## config.mk

```make
export PLATFORM = sky130hd
export DESIGN_NAME = washing_machine_plant_flat
export DESIGN_NICKNAME = d
export VERILOG_FILES = /design/src/rtl/washing_machine_plant_if.sv /design/src/rtl/washing_machine_plant.sv /design/src/flat_wrapper.sv
export SDC_FILE = /design/constraint.sdc
export NUM_CORES = 1
export LEC_CHECK = 0
export BUFFER_PORTS_ARGS = -buffer_cell sky130_fd_sc_hd__buf_2
export CAP_MARGIN = 20
export CORE_ASPECT_RATIO = 1.75
export CORE_MARGIN = 8
export CORE_UTILIZATION = 30
export DETAILED_ROUTE_END_ITERATION = 10
export REMOVE_ABC_BUFFERS = 1
export SLEW_MARGIN = 20
export SYNTH_ARGS = -nofsm -noshare
export SYNTH_HDL_FRONTEND = slang
export SYNTH_SLANG_ARGS = --single-unit
```

## constraint.sdc

```tcl
create_clock -name i_clk -period 3.95 [get_ports i_clk]
set_clock_uncertainty 0.1 [all_clocks]
set_input_delay 0.1975 -clock i_clk [delete_from_list [all_inputs] [get_ports i_clk]]
set_output_delay 0.1975 -clock i_clk [all_outputs]
set_load 0.05 [all_outputs]
```

## src/rtl/washing_machine_plant_if.sv

```systemverilog
// rtl/washing_machine_plant_if.sv - actuator/sensor bundle between washer controller and plant model
//
// Signals:
//   valve, heater, motor, pump, door_lock  actuator commands (controller -> plant)
//   full, hot, clean                       sensor levels (plant -> controller)
//   level                                  water level counter, CNT_W bits (debug)
//   fault, fault_code                      sticky illegal-command flag and first cause
// Modports:
//   master  controller side: drives actuators, reads sensors
//   slave   plant side: reads actuators, drives sensors
interface washing_machine_plant_if #(
   parameter int CNT_W = 8
);
   logic             valve;
   logic             heater;
   logic             motor;
   logic             pump;
   logic             door_lock;
   logic             full;
   logic             hot;
   logic             clean;
   logic [CNT_W-1:0] level;
   logic             fault;
   logic [1:0]       fault_code;

   modport master (
      output valve, heater, motor, pump, door_lock,
      input  full, hot, clean, level, fault, fault_code
   );

   modport slave (
      input  valve, heater, motor, pump, door_lock,
      output full, hot, clean, level, fault, fault_code
   );
endinterface

```

## src/rtl/washing_machine_plant.sv

```systemverilog
// rtl/washing_machine_plant.sv - drum/water/heater/motor plant model with illegal-command fault capture
//
// Ports:
//   i_clk   system clock, rising edge
//   i_rst   synchronous active-high reset, clears every register
//   s_bus   washing_machine_plant_if.slave: actuator commands in,
//           full/hot/clean/level/fault/fault_code out
// All outputs decode from registers only; there is no input-to-output path.
module washing_machine_plant #(
   parameter int CNT_W      = 8,
   parameter int FILL_TICKS = 20,
   parameter int HEAT_TICKS = 30,
   parameter int WASH_TICKS = 40,
   parameter int COOL_DIV   = 8
) (
   input  logic                    i_clk,
   input  logic                    i_rst,
   washing_machine_plant_if.slave  s_bus
);
   localparam logic [CNT_W-1:0] L_FILL      = CNT_W'(FILL_TICKS);
   localparam logic [CNT_W-1:0] L_HEAT      = CNT_W'(HEAT_TICKS);
   localparam logic [CNT_W-1:0] L_WASH      = CNT_W'(WASH_TICKS);
   localparam logic [CNT_W-1:0] L_COOL_LAST = CNT_W'(COOL_DIV - 1);

   localparam logic [1:0] C_DOOR     = 2'd1;
   localparam logic [1:0] C_DRY_HEAT = 2'd2;
   localparam logic [1:0] C_OVERFLOW = 2'd3;

   logic [CNT_W-1:0] r_level;
   logic [CNT_W-1:0] r_temp;
   logic [CNT_W-1:0] r_wash;
   logic [CNT_W-1:0] r_cool_div;
   logic             r_fault;
   logic [1:0]       r_fault_code;

   logic [CNT_W-1:0] w_level_nxt;
   logic [CNT_W-1:0] w_temp_nxt;
   logic [CNT_W-1:0] w_wash_nxt;
   logic [CNT_W-1:0] w_cool_div_nxt;
   logic             w_fault_nxt;
   logic [1:0]       w_fault_code_nxt;

   logic             w_empty;
   logic             w_at_full;
   logic             w_door_err;
   logic             w_dry_err;
   logic             w_ovf_err;

   assign w_empty   = (r_level == '0);
   assign w_at_full = (r_level == L_FILL);

   assign w_door_err = (s_bus.valve | s_bus.heater | s_bus.motor) & ~s_bus.door_lock;
   assign w_dry_err  = s_bus.heater & w_empty;
   assign w_ovf_err  = s_bus.valve & ~s_bus.pump & w_at_full;

   // Water level: filling and draining at once cancel out.
   always_comb begin
      w_level_nxt = r_level;
      if (s_bus.valve && !s_bus.pump) begin
         if (r_level < L_FILL) w_level_nxt = r_level + 1'b1;
      end else if (s_bus.pump && !s_bus.valve) begin
         if (!w_empty) w_level_nxt = r_level - 1'b1;
      end
   end

   // Temperature: an empty drum has no water to hold heat, so it wins over
   // both heating and cooling. Cooling steps once every COOL_DIV heater-off cycles.
   always_comb begin
      w_temp_nxt     = r_temp;
      w_cool_div_nxt = r_cool_div;
      if (w_empty) begin
         w_temp_nxt     = '0;
         w_cool_div_nxt = '0;
      end else if (s_bus.heater) begin
         if (r_temp < L_HEAT) w_temp_nxt = r_temp + 1'b1;
         w_cool_div_nxt = '0;
      end else if (r_cool_div >= L_COOL_LAST) begin
         w_cool_div_nxt = '0;
         if (r_temp != '0) w_temp_nxt = r_temp - 1'b1;
      end else begin
         w_cool_div_nxt = r_cool_div + 1'b1;
      end
   end

   // Wash progress survives draining; only unlocking the door starts a new load.
   always_comb begin
      w_wash_nxt = r_wash;
      if (!s_bus.door_lock) begin
         w_wash_nxt = '0;
      end else if (s_bus.motor && w_at_full && (r_wash < L_WASH)) begin
         w_wash_nxt = r_wash + 1'b1;
      end
   end

   // First fault wins; later faults never overwrite the recorded cause.
   always_comb begin
      w_fault_nxt      = r_fault;
      w_fault_code_nxt = r_fault_code;
      if (!r_fault) begin
         if (w_door_err) begin
            w_fault_nxt      = 1'b1;
            w_fault_code_nxt = C_DOOR;
         end else if (w_dry_err) begin
            w_fault_nxt      = 1'b1;
            w_fault_code_nxt = C_DRY_HEAT;
         end else if (w_ovf_err) begin
            w_fault_nxt      = 1'b1;
            w_fault_code_nxt = C_OVERFLOW;
         end
      end
   end

   always_ff @(posedge i_clk) begin
      if (i_rst) begin
         r_level      <= '0;
         r_temp       <= '0;
         r_wash       <= '0;
         r_cool_div   <= '0;
         r_fault      <= 1'b0;
         r_fault_code <= 2'd0;
      end else begin
         r_level      <= w_level_nxt;
         r_temp       <= w_temp_nxt;
         r_wash       <= w_wash_nxt;
         r_cool_div   <= w_cool_div_nxt;
         r_fault      <= w_fault_nxt;
         r_fault_code <= w_fault_code_nxt;
      end
   end

   assign s_bus.full       = (r_level == L_FILL);
   assign s_bus.hot        = (r_temp == L_HEAT);
   assign s_bus.clean      = (r_wash == L_WASH);
   assign s_bus.level      = r_level;
   assign s_bus.fault      = r_fault;
   assign s_bus.fault_code = r_fault_code;
endmodule
```

## src/flat_wrapper.sv

```systemverilog
// flat-port wrapper written by rule: the top's interface ports become plain ports
module washing_machine_plant_flat 
#(
   parameter int CNT_W      = 8,
   parameter int FILL_TICKS = 20,
   parameter int HEAT_TICKS = 30,
   parameter int WASH_TICKS = 40,
   parameter int COOL_DIV   = 8
)
  (i_clk, i_rst, s_bus_valve, s_bus_heater, s_bus_motor, s_bus_pump, s_bus_door_lock, s_bus_full, s_bus_hot, s_bus_clean, s_bus_level, s_bus_fault, s_bus_fault_code);
  washing_machine_plant_if #(.CNT_W(CNT_W)) s_bus_i ();
  input  logic i_clk;
  input  logic i_rst;
  input wire logic [$bits(s_bus_i.valve)-1:0] s_bus_valve;
  input wire logic [$bits(s_bus_i.heater)-1:0] s_bus_heater;
  input wire logic [$bits(s_bus_i.motor)-1:0] s_bus_motor;
  input wire logic [$bits(s_bus_i.pump)-1:0] s_bus_pump;
  input wire logic [$bits(s_bus_i.door_lock)-1:0] s_bus_door_lock;
  output wire logic [$bits(s_bus_i.full)-1:0] s_bus_full;
  output wire logic [$bits(s_bus_i.hot)-1:0] s_bus_hot;
  output wire logic [$bits(s_bus_i.clean)-1:0] s_bus_clean;
  output wire logic [$bits(s_bus_i.level)-1:0] s_bus_level;
  output wire logic [$bits(s_bus_i.fault)-1:0] s_bus_fault;
  output wire logic [$bits(s_bus_i.fault_code)-1:0] s_bus_fault_code;
  assign s_bus_i.valve = s_bus_valve;
  assign s_bus_i.heater = s_bus_heater;
  assign s_bus_i.motor = s_bus_motor;
  assign s_bus_i.pump = s_bus_pump;
  assign s_bus_i.door_lock = s_bus_door_lock;
  assign s_bus_full = s_bus_i.full;
  assign s_bus_hot = s_bus_i.hot;
  assign s_bus_clean = s_bus_i.clean;
  assign s_bus_level = s_bus_i.level;
  assign s_bus_fault = s_bus_i.fault;
  assign s_bus_fault_code = s_bus_i.fault_code;
  washing_machine_plant #(.CNT_W(CNT_W), .FILL_TICKS(FILL_TICKS), .HEAT_TICKS(HEAT_TICKS), .WASH_TICKS(WASH_TICKS), .COOL_DIV(COOL_DIV)) u_core (.i_clk(i_clk), .i_rst(i_rst), .s_bus(s_bus_i));
endmodule
```

Word level (Yosys, flattened, before mapping). Cells that the tools add are included.

Add/sub/neg operators: 6. Order comparisons: 4. Eq/ne operators: 6. Mux-type cells: 15. Bitwise logic cells: 9. Reduce and logical (&&, ||, !) cells: 18.

Operators with widths (count): 8-bit two-way mux (8); 8-bit by 1-bit adder with 8-bit output (second input constant) (4); 8-bit by 5-bit equality test with 1-bit output (second input constant) (2); 8-bit by 5-bit < comparator with 1-bit output (second input constant) (2); 8-bit by 1-bit subtractor with 8-bit output (second input constant) (2); 8-bit by 6-bit equality test with 1-bit output (second input constant) (1); 8-bit by 3-bit greater-or-equal comparator with 1-bit output (second input constant) (1); 8-bit zero test (1); 8-bit by 6-bit < comparator with 1-bit output (second input constant) (1); 8-bit nonzero test (1); 2-bit two-way mux (3); 3-bit AND reduction (2); 2-bit nonzero test (3); 1-bit bitwise AND (4); 1-bit logical AND (4); 1-bit two-way mux (4); 2-bit != test (second input constant) (2); 2-bit OR reduction (2); 4-bit OR reduction (1); 1-bit inverter (3); 3-bit nonzero test (1); 1-bit zero test (2); 2-bit by 1-bit != test with 1-bit output (second input constant) (1); 1-bit OR (2); 2-bit AND reduction (1).

Register bits after elaboration: 35. Input bits: 7. Output and inout port bits: 14. Logic and storage cells: 64.

Logic depth before layout (Yosys ltp). Gate-level depths: netlist of run 1.

Depth after elaboration: 7. Mapped depth: 9. Gate-level depth less buffers: 9.

Least setup slack after synthesis of run 1. OpenSTA, ideal clock, no wires.

Kind: register to output. Start point: register u_core.r_wash[0]. End point: output s_bus_clean. Arrival time: 2.192 ns. Required time: 3.652 ns. Setup slack: 1.461 ns. Cell stages (with the launch flop): 5. Buffers on the path: 0. Cells stage by stage: dfxtp_1 -> inv_1 -> ha_1 -> nand3_1 -> nor4b_1.

Cells in the longest elaborated chain, start to end: 1.

Ends and longest elaborated chain: from (decl) (RTL line washing_machine_plant.sv:31) `logic [CNT_W-1:0] r_wash;`; from (signal assigned) (RTL line washing_machine_plant.sv:124) `r_wash <= w_wash_nxt;`; 8-bit by 6-bit equality test with 1-bit output (RTL line washing_machine_plant.sv:133) `assign s_bus.clean = (r_wash == L_WASH);`; to (decl) (RTL line flat_wrapper.sv:21) `output wire logic [$bits(s_bus_i.clean)-1:0] s_bus_clean;`.

Every way passes these cells.

Worst setup path in the final report of run 1.
Start point: register u_core.r_cool_div[4]. End point: register u_core.r_temp[5].

Cells in the longest elaborated chain, start to end: 3.

Ends and longest elaborated chain: from (decl) (RTL line washing_machine_plant.sv:32) `logic [CNT_W-1:0] r_cool_div;`; from (signal assigned) (RTL line washing_machine_plant.sv:125) `r_cool_div <= w_cool_div_nxt;`; 8-bit by 3-bit greater-or-equal comparator with 1-bit output (RTL line washing_machine_plant.sv:77) `end else if (r_cool_div >= L_COOL_LAST) begin`; 2-bit nonzero test (no line); 3-bit AND reduction (no line); to (signal assigned) (RTL line washing_machine_plant.sv:123) `r_temp <= w_temp_nxt;`; to (decl) (RTL line washing_machine_plant.sv:30) `logic [CNT_W-1:0] r_temp;`.

Every way passes these cells. A chain may end at the register's enable or synchronous reset.

==> metrics.md, run 1 <==
| Metric | Value |
|---|---|
| Pwr Total | 1.77 mW |
| FILL cells | 710 |
| DRC Markers | 0 |
| H-tree Lvls | 2 |
| Worst Setup Path Type | reg -> reg |
| Die width | 78.2 µm |
| Met2 wire len | 2.38 mm |
| Row cnt | 39 |
| Layout cells sized above 1 | 13.5% |
| Total Nets Final | 283 |
| Hpwl dp | 3.48 mm |
| Ys flop type | dfxtp_1 |
| Synth Warn # | 0 |
| Clk_lat worst skew | 0.27 ns |
| Mapped Area | 2030 µm² |
| Clk sinks | 35 |
| WL/cell | 13.1 µm |
| R2r worst-path depth | 5 |
| Vias | 1695 |
| Worst hold slack | 0.167 ns |
| Most frequent cells in the layout | nor2_1 (36), dfxtp_1 (35), buf_2 (20), ha_1 (16), inv_1 (15) |
| FF+latch count, synth | 35 |
| Slew of the pin with the lowest slew margin | 0.497 ns |
| Crit path DAT | 2.25 ns |
| Commonest non-fill, non-tap cell in the layout | nor2_1 |
| DR pass1 iterations | 4 |
| FMAX | 457 MHz |
| 1st-iter DRT viols | 77 |
| Initial antenna violation count | 0 |
| IO Pins | 21 |
| Type of origin of the critical path | flip-flop |
| Final antenna diode count | 0 |
| Final WL | 4.47 mm |
| Post-CTS Setup Repair Bufs | 0 |
| GPL Wtd Cong | 0.787 |
| FF/Latch Area | 701 µm² |
| DP Area | 2220 µm² |
| Overflow after GRT | 0 |
| Final ANT Viol Nets | 0 |
| Synth cell types | 47 |
| Port buffer count | 20 |
| Synthesized instance count | 233 |
| Critical-path maximum fanout | 8 |
| Clock-pin slew on the worst setup and hold paths | 0.05 ns |
| First-pass GRT wire length | 7.65 mm |
| Die Y | 125 µm |
| Quantity of gates resized following cts | 0 |
| Via count of the first global-routing pass | 1678 |
| # setup viols final | 0 |
| Asr flop ratio synth | 0% |
| Starting Density | 31.0% |
| Max layer used | met4 |
| Via/cell ratio | 4.97 |
| Layout area overhead | 17.0% |
| Fin. max-slew vios | 0 |
| Area of the multi-input gates | 1260 µm² |
| Peak VDD IR | 0.255 mV |
| M1 WL | 1.80 mm |
| Period Utilization, post-route | 55.3% |
| Critical R2R Launch | u_core.r_cool_div[4]$_SDFF_PP0_ |
| Design Area, Final | 2370 µm² |
| CTS tree | built |
| Overall global routing resource usage | 9.42% |
| Largest net degree at the start of global routing | 18 |
| Met3 WL post-DR | 229 µm |
| Power per Cell Area | 746 nW/µm² |
| Tmin final | 2.19 ns |
| Status | complete, no violations |
| Hold Fails Final Rpt | 0 |
| Lkg Pwr | 1.01 nW |
| Core Footprint | 6540 µm² |
| Die area | 9750 µm² |
| Unrepaired setup endpoints after global routing | false |
| Hold Buf Count CTS | 0 |
| Total CTS buffers | 5 |
| Fin util | 36.3% |
| Critical Path Source | u_core.r_cool_div[4]$_SDFF_PP0_ |
| Worst endpoint required time | 4.01 ns |
| Clk buf depth | 2 |
| Hold_sp | s_bus_door_lock |
| Fin Setup TNS | 0 ns |
| Hold path depth | 3 |
| Syn avg cell area | 8.70 µm² |
| Tightest Hold Check Type | in -> reg |
| CTS root buffer | clkbuf_16 |
| Crit end category | flip-flop |
| Relative slew slack | 66.8% |
| Post-synth EDFFs | 0 |
| Fraction of the yosys area taken by sequential cells | 34.5% |
| Max-Cap Viols | 0 |
==> layer usage <==
layer  track usage, %  vias up
met4             3.51        0
met2             17.4       27
met3             2.82        7
met1             9.43      783
met5                0        -
li1                 -      878
==> critical path: stages, from the launching register on <==
cell	delay, ns
dfxtp_1	0.29
or4_4	0.55
a2111oi_4	0.43
a211o_1	0.42
mux2i_1	0.24
nor2_1	0.05
==> registers in the layout (all words and copies together) (netlist names) <==
register,count
u_core.r_wash,8
u_core.s_bus.fault_code,2
u_core.r_temp,8
u_core.s_bus.fault,1
u_core.s_bus.level,8
u_core.r_cool_div,8
==> worst paths after layout <==
| kind | end | slack [ns] |
|---|---|---|
| setup / recovery | u_core.r_temp[5]$_SDFFE_PP0P_ | 1.76 |
| hold / removal | u_core.s_bus.fault_code[1]$_SDFFE_PP0P_ | 0.17 |
| setup reg to reg | u_core.r_temp[5]$_SDFFE_PP0P_ | 1.76 |
| hold reg to reg | u_core.r_wash[7]$_SDFFE_PP0P_ | 0.33 |
==> area by class of cell <==
type,count,share of cell area [%]
sequential,35,29.5
tap,82,4.32
timing repair buffer,20,4.22
clock buffer,8,6.59
multi-input combinational,181,53.0
inverter,15,2.37
==> cell usage after synthesis (2+ instances only) <==
master | count | area (µm²)
nor4_1 | 2 | 12.5
nand2_1 | 9 | 33.8
nor3_1 | 11 | 55.1
o21a_1 | 4 | 30.0
a21o_1 | 4 | 30.0
or3_1 | 3 | 18.8
nor2b_1 | 2 | 12.5
mux2i_1 | 9 | 90.1
nand4_1 | 2 | 12.5
dfxtp_1 | 35 | 701
fa_1 | 2 | 40.0
nand2b_1 | 4 | 25.0
nand3_1 | 4 | 20.0
a31oi_1 | 3 | 18.8
ha_1 | 16 | 200
clkbuf_1 | 4 | 15.0
or4_1 | 3 | 22.5
xnor2_1 | 10 | 87.6
o22ai_1 | 3 | 18.8
a21oi_1 | 12 | 60.1
a221oi_1 | 2 | 17.5
xor2_1 | 3 | 26.3
inv_1 | 15 | 56.3
o21ai_0 | 8 | 40.0
nor2_1 | 36 | 135
and3_1 | 3 | 18.8
a211oi_1 | 4 | 30.0
==> cells by family (layout without fill, tap and decap cells) <==
| logic type | count (synthesis) | after routing | share of synthesized area (%) |
|---|---|---|---|
| flops | 35 | 35 | 34.5 |
| xor+xnor | 13 | 13 | 5.61 |
| mux | 9 | 9 | 4.44 |
| simple gates | 88 | 88 | 21.8 |
| other cells | 1 | 4 | 0.185 |
| compound gates | 49 | 49 | 17.5 |
| buf+inv | 20 | 43 | 4.07 |
| fa+ha+maj | 18 | 18 | 11.8 |
==> where the power goes <==
part	internal, mW	switching [mW]
Combinational	0.337	0.522
Sequential	0.423	0.0818
Clock	0.268	0.137
Total	1.03	0.740
==> stage by stage <==
| stage | instances | setup WS (ns) |
|---|---|---|
| finish | 341 | 1.76 |
| global route | 341 | 1.61 |
| CTS | 341 | 1.75 |
| detailed placement | 333 | 1.55 |
| global placement | 333 | 1.57 |
| floorplan | 231 | 1.46 |
Power figures use the tool's default switching activity.
==> inputs of run 2 (changes only) <==
--- a/config.mk
+++ b/config.mk
@@ -5,6 +5,7 @@
 export SDC_FILE = /design/constraint.sdc
 export NUM_CORES = 1
 export LEC_CHECK = 0
+export ABC_AREA = 1
 export BUFFER_PORTS_ARGS = -buffer_cell sky130_fd_sc_hd__buf_2
 export CAP_MARGIN = 20
 export CORE_ASPECT_RATIO = 1.75
==> constraint.sdc (replaced) <==
create_clock -name i_clk -period 1.88 [get_ports i_clk]
set_clock_uncertainty 0.1 [all_clocks]
set_input_delay 0.094 -clock i_clk [delete_from_list [all_inputs] [get_ports i_clk]]
set_output_delay 0.094 -clock i_clk [all_outputs]
set_load 0.05 [all_outputs]
==> run 2 against run 1 <==
Hold slack got worse by 0.051 ns. Via count increased by 18%. Flip-flop and latch count is the same. Critical path depth did not move. Power rose by 120%. Cell count grew 30%. Core utilization up 0.86 points. Critical endpoint is now s_bus_full.
==> metrics.md, run 2 <==
| Metric | Value |
|---|---|
| Crit path DAT | 1.56 ns (was 2.25 ns) |
| Period Utilization, post-route | 93.2% |
| M3 GR Usage | 2.89% (was 2.82%) |
| Power per Cell Area | 1450 nW/µm² (was 746 nW/µm²) |
| Status | complete, no violations (unchanged) |
| Critical-path maximum fanout | 5 (was 8) |
| Post-synth EDFFs | 0 (unchanged) |
| Vias | 2002 (was 1695) |
| Crit end category | primary output (was flip-flop) |
| Met2 Use GR | 19.4% (was 17.4%) |
| CTS tree | built (unchanged) |
| Fraction of the yosys area taken by sequential cells | 31.6% (was 34.5%) |
| Critical R2R Launch | u_core.s_bus.level[0]$_SDFFE_PP0P_ (was u_core.r_cool_div[4]$_SDFF_PP0_) |
| 1st-iter DRT viols | 72 (was 77) |
| Layout Cells excl Fill | 444 (was 341) |
| Pwr Total | 3.88 mW (was 1.77 mW) |
| Post-synthesis mux area share | 0% (was 4.44%) |
| Final WL | 4.94 mm (was 4.47 mm) |
| Largest net degree at the start of global routing | 15 (was 18) |
| FILL cells | 781 (was 710) |
| Largest family of logic cells by synthesized area | simple AND/OR/NAND/NOR gates (unchanged) |
| Core Footprint | 7180 µm² (was 6540 µm²) |
| Die area | 10500 µm² (was 9750 µm²) |
| Asr flop ratio synth | 0% (unchanged) |
| Top-area cell type share of the netlist area | 31.6% (was 34.5%) |
| Ys flop type | dfxtp_1 (unchanged) |
| R2r worst-path depth | 8 (was 5) |
| Synth area leaders | dfxtp_1 (32%), nand2_1 (13%), ha_1 (9.0%), nor2_1 (8.5%), inv_1 (7.1%) (was dfxtp_1 (35%), ha_1 (9.9%), nor2_1 (6.7%), mux2i_1 (4.4%), xnor2_1 (4.3%)) |
| Synth Warn # | 0 (unchanged) |
| Row cnt | 41 (was 39) |
| Type of origin of the critical path | flip-flop (unchanged) |
| Via/cell ratio | 4.51 (was 4.97) |
| Clk sinks | 35 (unchanged) |
| Worst Hold End | u_core.r_wash[5]$_SDFFE_PP0P_ (was u_core.s_bus.fault_code[1]$_SDFFE_PP0P_) |
| Most frequent cells in the layout | nand2_1 (79), nor2_1 (50), inv_1 (42), dfxtp_1 (34), a21oi_1 (21) (was nor2_1 (36), dfxtp_1 (35), buf_2 (20), ha_1 (16), inv_1 (15)) |
| H-tree Lvls | 2 (unchanged) |
| Port buffer count | 20 (unchanged) |
| DRC Markers | 0 (unchanged) |
| CTS root buffer | clkbuf_16 (unchanged) |
| R2R Path End | u_core.s_bus.level[6]$_SDFFE_PP0P_ (was u_core.r_temp[5]$_SDFFE_PP0P_) |
| Die Y | 130 µm (was 125 µm) |
| Worst hold slack | 0.115 ns (was 0.167 ns) |
| Placed cells | 435 (was 333) |
| Worst endpoint required time | 1.69 ns (was 4.01 ns) |
| First-pass GRT wire length | 8.76 mm (was 7.65 mm) |
| Max-Cap Viols | 0 (unchanged) |
| Synthesized instance count | 320 (was 233) |
| Unrepaired setup endpoints after global routing | false (unchanged) |
| Fin. max-slew vios | 0 (unchanged) |
| Via count of the first global-routing pass | 2071 (was 1678) |
| R2R Setup Slk | 0.21 ns (was 1.76 ns) |
| Overflow after GRT | 0 (unchanged) |
| Final ANT Viol Nets | 0 (unchanged) |
| Hold_sp | s_bus_motor (was s_bus_door_lock) |
| Simple-gate share of the synthesized area | 35.3% (was 21.8%) |
| Initial antenna violation count | 0 (unchanged) |
| FF+latch count, synth | 35 (unchanged) |
| Commonest non-fill, non-tap cell in the layout | nand2_1 (was nor2_1) |
| Clock-pin slew on the worst setup and hold paths | 0.05 ns (about the same) |
| Post-synth top area cell | dfxtp_1 (unchanged) |
| Layout cells sized above 1 | 15.6% (was 13.5%) |
| Clk buf depth | 2 (unchanged) |
| Synth Area in Compound Gates | 8.58% (was 17.5%) |
| # setup viols final | 0 (unchanged) |
| Hold path depth | 5 (was 3) |
| FMAX | 571 MHz |
| GRT Max-Usage Layer | met2 (unchanged) |
| Tightest Hold Check Type | in -> reg (unchanged) |
| Most numerous cell in the Yosys netlist | nand2_1 (was nor2_1) |
| Peak VDD IR | 0.801 mV (was 0.255 mV) |
| Starting Density | 30.9% (was 31.0%) |
| DR pass1 iterations | 4 (unchanged) |
| Mapped Area | 2220 µm² (was 2030 µm²) |
| Layout area overhead | 20.4% (was 17.0%) |
| GPL Wtd Cong | 0.802 (was 0.787) |
| Worst Setup Path Type | reg -> out (was reg -> reg) |
| Global-route met1 utilization | 10.0% (was 9.43%) |
| Tmin final | 1.75 ns |
| Die width | 81.0 µm (was 78.2 µm) |
| Lkg Pwr | 1.36 nW (was 1.01 nW) |
| Final antenna diode count | 0 (unchanged) |
| Post-CTS Setup Repair Bufs | 0 (unchanged) |
| Synth cell types | 31 (was 47) |
| Hold Fails Final Rpt | 0 (unchanged) |
| Total CTS buffers | 5 (unchanged) |
| WL/cell | 11.1 µm (was 13.1 µm) |
| Xor/xnor share of the synthesized area | 4.74% (was 5.61%) |
| Synth cell count leaders | nand2_1 (79), nor2_1 (50), inv_1 (42), dfxtp_1 (35), a21oi_1 (21) (was nor2_1 (36), dfxtp_1 (35), ha_1 (16), inv_1 (15), a21oi_1 (12)) |
| Hpwl dp | 3.99 mm (was 3.48 mm) |
| Syn avg cell area | 6.92 µm² (was 8.70 µm²) |
| IO Pins | 21 (unchanged) |
| Total Nets Final | 382 (was 283) |
| Clk_lat worst skew | 0.27 ns (about the same) |
| Adder-Cell Fraction of Synth Area | 10.8% (was 11.8%) |
| Fin Setup TNS | 0 ns (unchanged) |
| Overall global routing resource usage | 10.5% (was 9.42%) |
==> run 2: worst max-delay path, cell delays in order, from the launching register on <==
cell and delay [ns]:
dfxtp_1 0.35, inv_1 0.12, nand2_1 0.06, nor2_1 0.18
and2_1 0.27, buf_2 0.31
==> run 2: worst max-delay path by stage <==
| stage | startpoint | to | slack, ns | cells past startpoint |
|---|---|---|---|---|
| final | u_core.s_bus.level[5]$_SDFFE_PP0P_ | s_bus_full | 0.13 | 5 |
| after global routing | u_core.s_bus.level[5]$_SDFFE_PP0P_ | s_bus_full | 0.03 | 5 |
| after CTS | u_core.s_bus.level[0]$_SDFFE_PP0P_ | u_core.s_bus.level[6]$_SDFFE_PP0P_ | 0.005 | 8 |
| after detailed placement | s_bus_pump | u_core.s_bus.level[6]$_SDFFE_PP0P_ | -0.07 | 12 |
| after global placement | s_bus_pump | u_core.s_bus.level[6]$_SDFFE_PP0P_ | -0.02 | 12 |
| after floorplan | u_core.s_bus.level[1]$_SDFFE_PP0P_ | u_core.s_bus.level[6]$_SDFFE_PP0P_ | -0.18 | 8 |
==> run 2: where the power goes <==
group / switching [mW] / leakage (nW) / internal (mW)
logic: 1.21 / 0.983 / 0.668
registers: 0.150 / 0.288 / 0.888
clock network: 0.300 / 0.0868 / 0.658
total: 1.67 / 1.36 / 2.21
==> run 2: cells by family after synthesis <==
logic type / after synthesis
adder cells (fa/ha/maj): 18
XOR/XNOR: 12
other: 1
buffers and inverters: 48
AO/OA/AOI/OAI: 34
AND/OR/NAND/NOR: 172
flip-flops: 35
==> run 2: area by class of cell <==
class / instances / area, µm² / share of cell area (%)
Sequential cell: 35 / 702 / 26.3
Tap cell: 86 / 108 / 4.03
Timing Repair Buffer: 30 / 178 / 6.66
Inverter: 45 / 169 / 6.33
Multi-Input combinational cell: 240 / 1340 / 50.1
Clock buffer: 6 / 139 / 5.21
Clock inverter: 2 / 35.0 / 1.31
==> run 2: layer usage <==
metal / share of wire (%) / vias to the layer above
li1: - / 1075
met1: 39 / 878
met2: 53 / 37
met3: 4.6 / 12
met4: 2.9 / 0
met5: 0 / -
==> run 2: what timing repair did <==
item	in CTS	in global routing
hold buffers	1	0
resized for setup	0	4
hold endpoints to repair	2	0
endpoints found under the setup margin	0	3
==> run 2: metrics by stage <==
stage | util, % | setup WS (ns) | instance area (µm²)
after floorplan | - | -0.185 | 2200
after global placement | 34.5 | -0.0214 | 2480
final | 37.1 | 0.128 | 2670
after global routing | 37.1 | 0.0344 | 2670
after CTS | 37.1 | 0.00482 | 2660
after detailed placement | 34.5 | -0.0692 | 2480
==> inputs of run 3 (changes only) <==
--- a/config.mk
+++ b/config.mk
@@ -17,3 +17,4 @@
 export SYNTH_ARGS = -nofsm -noshare
 export SYNTH_HDL_FRONTEND = slang
 export SYNTH_SLANG_ARGS = --single-unit
+export TNS_END_PERCENT = 10
==> constraint.sdc (replaced) <==
create_clock -name i_clk -period 1.8 [get_ports i_clk]
set_clock_uncertainty 0.1 [all_clocks]
set_input_delay 0.09 -clock i_clk [delete_from_list [all_inputs] [get_ports i_clk]]
set_output_delay 0.09 -clock i_clk [all_outputs]
set_load 0.05 [all_outputs]
==> run 3 against run 2 <==
Flip-flop and latch count did not move. Clock-buffer cell count rose by 1. Register-to-register slack got worse by 0.04 ns. Hold slack barely moved. Highest routed layer unchanged. Critical path type unchanged. Routed wire length fell by 0.53%. Largest power group unchanged.
==> metrics.md, run 3 (synthesis results as in run 2) <==
| Metric | Value |
|---|---|
| Lkg Pwr | 1.36 nW (about the same) |
| Clk buf depth | 2 (unchanged) |
| Crit end category | primary output (unchanged) |
| Internal Power | 2.22 mW (was 2.21 mW) |
| Via/cell ratio | 4.49 (was 4.51) |
| H-tree Lvls | 2 (unchanged) |
| # setup viols final | 0 (unchanged) |
| Status | complete, no violations (unchanged) |
| Global-route met1 utilization | 10.8% (was 10.0%) |
| Clock group share of total power | 22.6% (was 24.7%) |
| Overall global routing resource usage | 10.6% (was 10.5%) |
| IO Pins | 21 (unchanged) |
| Fin Setup TNS | 0 ns (unchanged) |
| FILL cells | 765 (was 781) |
| Clock-pin slew on the worst setup and hold paths | 0.05 ns (about the same) |
| Initial antenna violation count | 0 (unchanged) |
| Max-Cap Viols | 0 (unchanged) |
| Vias | 2001 (was 2002) |
| Port buffer count | 20 (unchanged) |
| CP max stage cell | dfxtp_1 (unchanged) |
| CTS root buffer | clkbuf_16 (unchanged) |
| Unrepaired setup endpoints after global routing | true (was false) |
| Design Area, Final | 2670 µm² (about the same) |
| Peak VDD IR | 0.918 mV (was 0.801 mV) |
| Die width | 81.0 µm (unchanged) |
| P_sw | 1.74 mW (was 1.67 mW) |
| Total CTS buffers | 5 (unchanged) |
| Switching portion of total power | 43.9% (was 42.9%) |
| Seq pwr share | 27.4% (was 26.8%) |
| Total Nets Final | 384 (was 382) |
| Starting Density | 30.9% (unchanged) |
| Power per Cell Area | 1480 nW/µm² (was 1450 nW/µm²) |
| Crit path buf inv count | 2 (unchanged) |
| Clk sinks | 35 (unchanged) |
| Layout cells sized above 1 | 15.8% (was 15.6%) |
| Critical-path maximum fanout | 5 (unchanged) |
| Tmin final | 1.70 ns |
| Met2 Use GR | 19.4% (unchanged) |
| Core Footprint | 7180 µm² (unchanged) |
| Die Y | 130 µm (unchanged) |
| DR pass1 iterations | 4 (unchanged) |
| Crit path DAT | 1.51 ns (was 1.56 ns) |
| Worst hold slack | 0.116 ns (was 0.115 ns) |
| Tightest Hold Check Type | in -> reg (unchanged) |
| DRC Markers | 0 (unchanged) |
| DP Area | 2490 µm² (was 2480 µm²) |
| Layout area overhead | 20.5% (was 20.4%) |
| Commonest non-fill, non-tap cell in the layout | nand2_1 (unchanged) |
| Crit-path cells | inv_1 -> nand2_1 -> nor2_1 -> and2_1 -> clkbuf_4 (was inv_1 -> nand2_1 -> nor2_1 -> and2_1 -> buf_2) |
| WL/cell | 11.0 µm (was 11.1 µm) |
| Type of origin of the critical path | flip-flop (unchanged) |
| Post-CTS Setup Repair Bufs | 0 (unchanged) |
| Worst Setup Path Type | reg -> out (unchanged) |
| Worst endpoint required time | 1.61 ns (was 1.69 ns) |
| CTS tree | built (unchanged) |
| Most frequent cells in the layout | nand2_1 (79), nor2_1 (50), inv_1 (42), dfxtp_1 (35), a21oi_1 (21) (was nand2_1 (79), nor2_1 (50), inv_1 (42), dfxtp_1 (34), a21oi_1 (21)) |
| First-pass GRT wire length | 8.93 mm (was 8.76 mm) |
| Via count of the first global-routing pass | 2073 (was 2071) |
| M3 GR Usage | 2.41% (was 2.89%) |
| Row cnt | 41 (unchanged) |
| Overflow after GRT | 0 (unchanged) |
| Clk_lat worst skew | 0.27 ns (about the same) |
| Final WL | 4.91 mm (was 4.94 mm) |
| Hold Fails Final Rpt | 0 (unchanged) |
| FMAX | 589 MHz |
| Die area | 10500 µm² (unchanged) |
| Fin. max-slew vios | 0 (unchanged) |
| Final antenna diode count | 0 (unchanged) |
| 1st-iter DRT viols | 75 (was 72) |
| Crit path largest cell delay | 0.35 ns (about the same) |
| GRT Max-Usage Layer | met2 (unchanged) |
| Period Utilization, post-route | 94.4% |
| GPL Wtd Cong | 0.792 (was 0.802) |
| Final ANT Viol Nets | 0 (unchanged) |
| Largest net degree at the start of global routing | 15 (unchanged) |
| Combinational share of power | 49.9% (was 48.5%) |
| Delay-heaviest family, CP | simple AND/OR/NAND/NOR gates (unchanged) |
| Hpwl dp | 4.01 mm (was 3.99 mm) |
## run 3: cell count changes in the layout (fill, tap and decap cells not counted)
cell / delta
dfxtp_2: -1
buf_4: +2
bufinv_16: -1
clkinv_2: -1
clkbuf_4: +1
clkinvlp_4: +1
clkbuf_8: +1
buf_2: -1
dfxtp_1: +1
## run 3: cell type report
class | instances | area [µm²] | share of cell area (%)
multi-input cells | 240 | 1340 | 50.1
flip-flops and latches | 35 | 701 | 26.2
repair buffers | 32 | 195 | 7.31
inverters | 45 | 169 | 6.33
clock buffers | 7 | 153 | 5.72
well taps | 86 | 108 | 4.03
clock inverters | 1 | 7.51 | 0.281
## run 3: power groups by stage
stage | clock network (mW) | logic [mW] | registers (mW)
CTS | 0.925 | 1.98 | 1.09
global placement | 0 | 1.94 | 1.10
finish | 0.896 | 1.98 | 1.09
floorplan | 0 | 1.27 | 1.32
global route | 0.964 | 2.27 | 1.11
detailed placement | 0 | 1.97 | 1.10
## run 3: worst min-delay path, delay by kind of cell
kind	cells	cell delay (ns)
buffers and inverters	1	0.12
AOI/OAI and AO/OA	1	0.05
and+or+nand+nor	3	0.17
## run 3: final timing paths
kind / depth (start not counted) / start / end / slack, ns
worst max-delay path: 5 / u_core.s_bus.level[5]$_SDFFE_PP0P_ / s_bus_full / 0.10
worst min-delay path: 5 / s_bus_motor / u_core.r_wash[3]$_SDFFE_PP0P_ / 0.12
worst max register to register: 8 / u_core.s_bus.level[0]$_SDFFE_PP0P_ / u_core.s_bus.level[6]$_SDFFE_PP0P_ / 0.17
worst min register to register: 2 / u_core.r_wash[6]$_SDFFE_PP0P_ / u_core.r_wash[6]$_SDFFE_PP0P_ / 0.33
## run 3: timing repair
action	in CTS	in global routing
hold buffers	1	0
resized for setup	0	4
endpoints found under the setup margin	0	4
endpoints found under the hold margin	3	0
## run 3: routing by layer
layer	up-vias	wire length [µm]	part of all wire [%]
li1	1080	-	-
met1	889	2040	42
met2	24	2590	53
met3	8	175	3.6
met4	0	106	2.2
met5	-	0	0
## run 3: metrics by stage
stage | util [%] | total power, mW | setup slack (ns) | cells
floorplan | - | 2.59 | -0.265 | 320
global placement | 34.7 | 3.04 | -0.0611 | 437
detailed placement | 34.7 | 3.07 | -0.112 | 437
CTS | 37.1 | 3.99 | 0.00567 | 446
global route | 37.2 | 4.35 | -0.0258 | 446
finish | 37.2 | 3.96 | 0.101 | 446
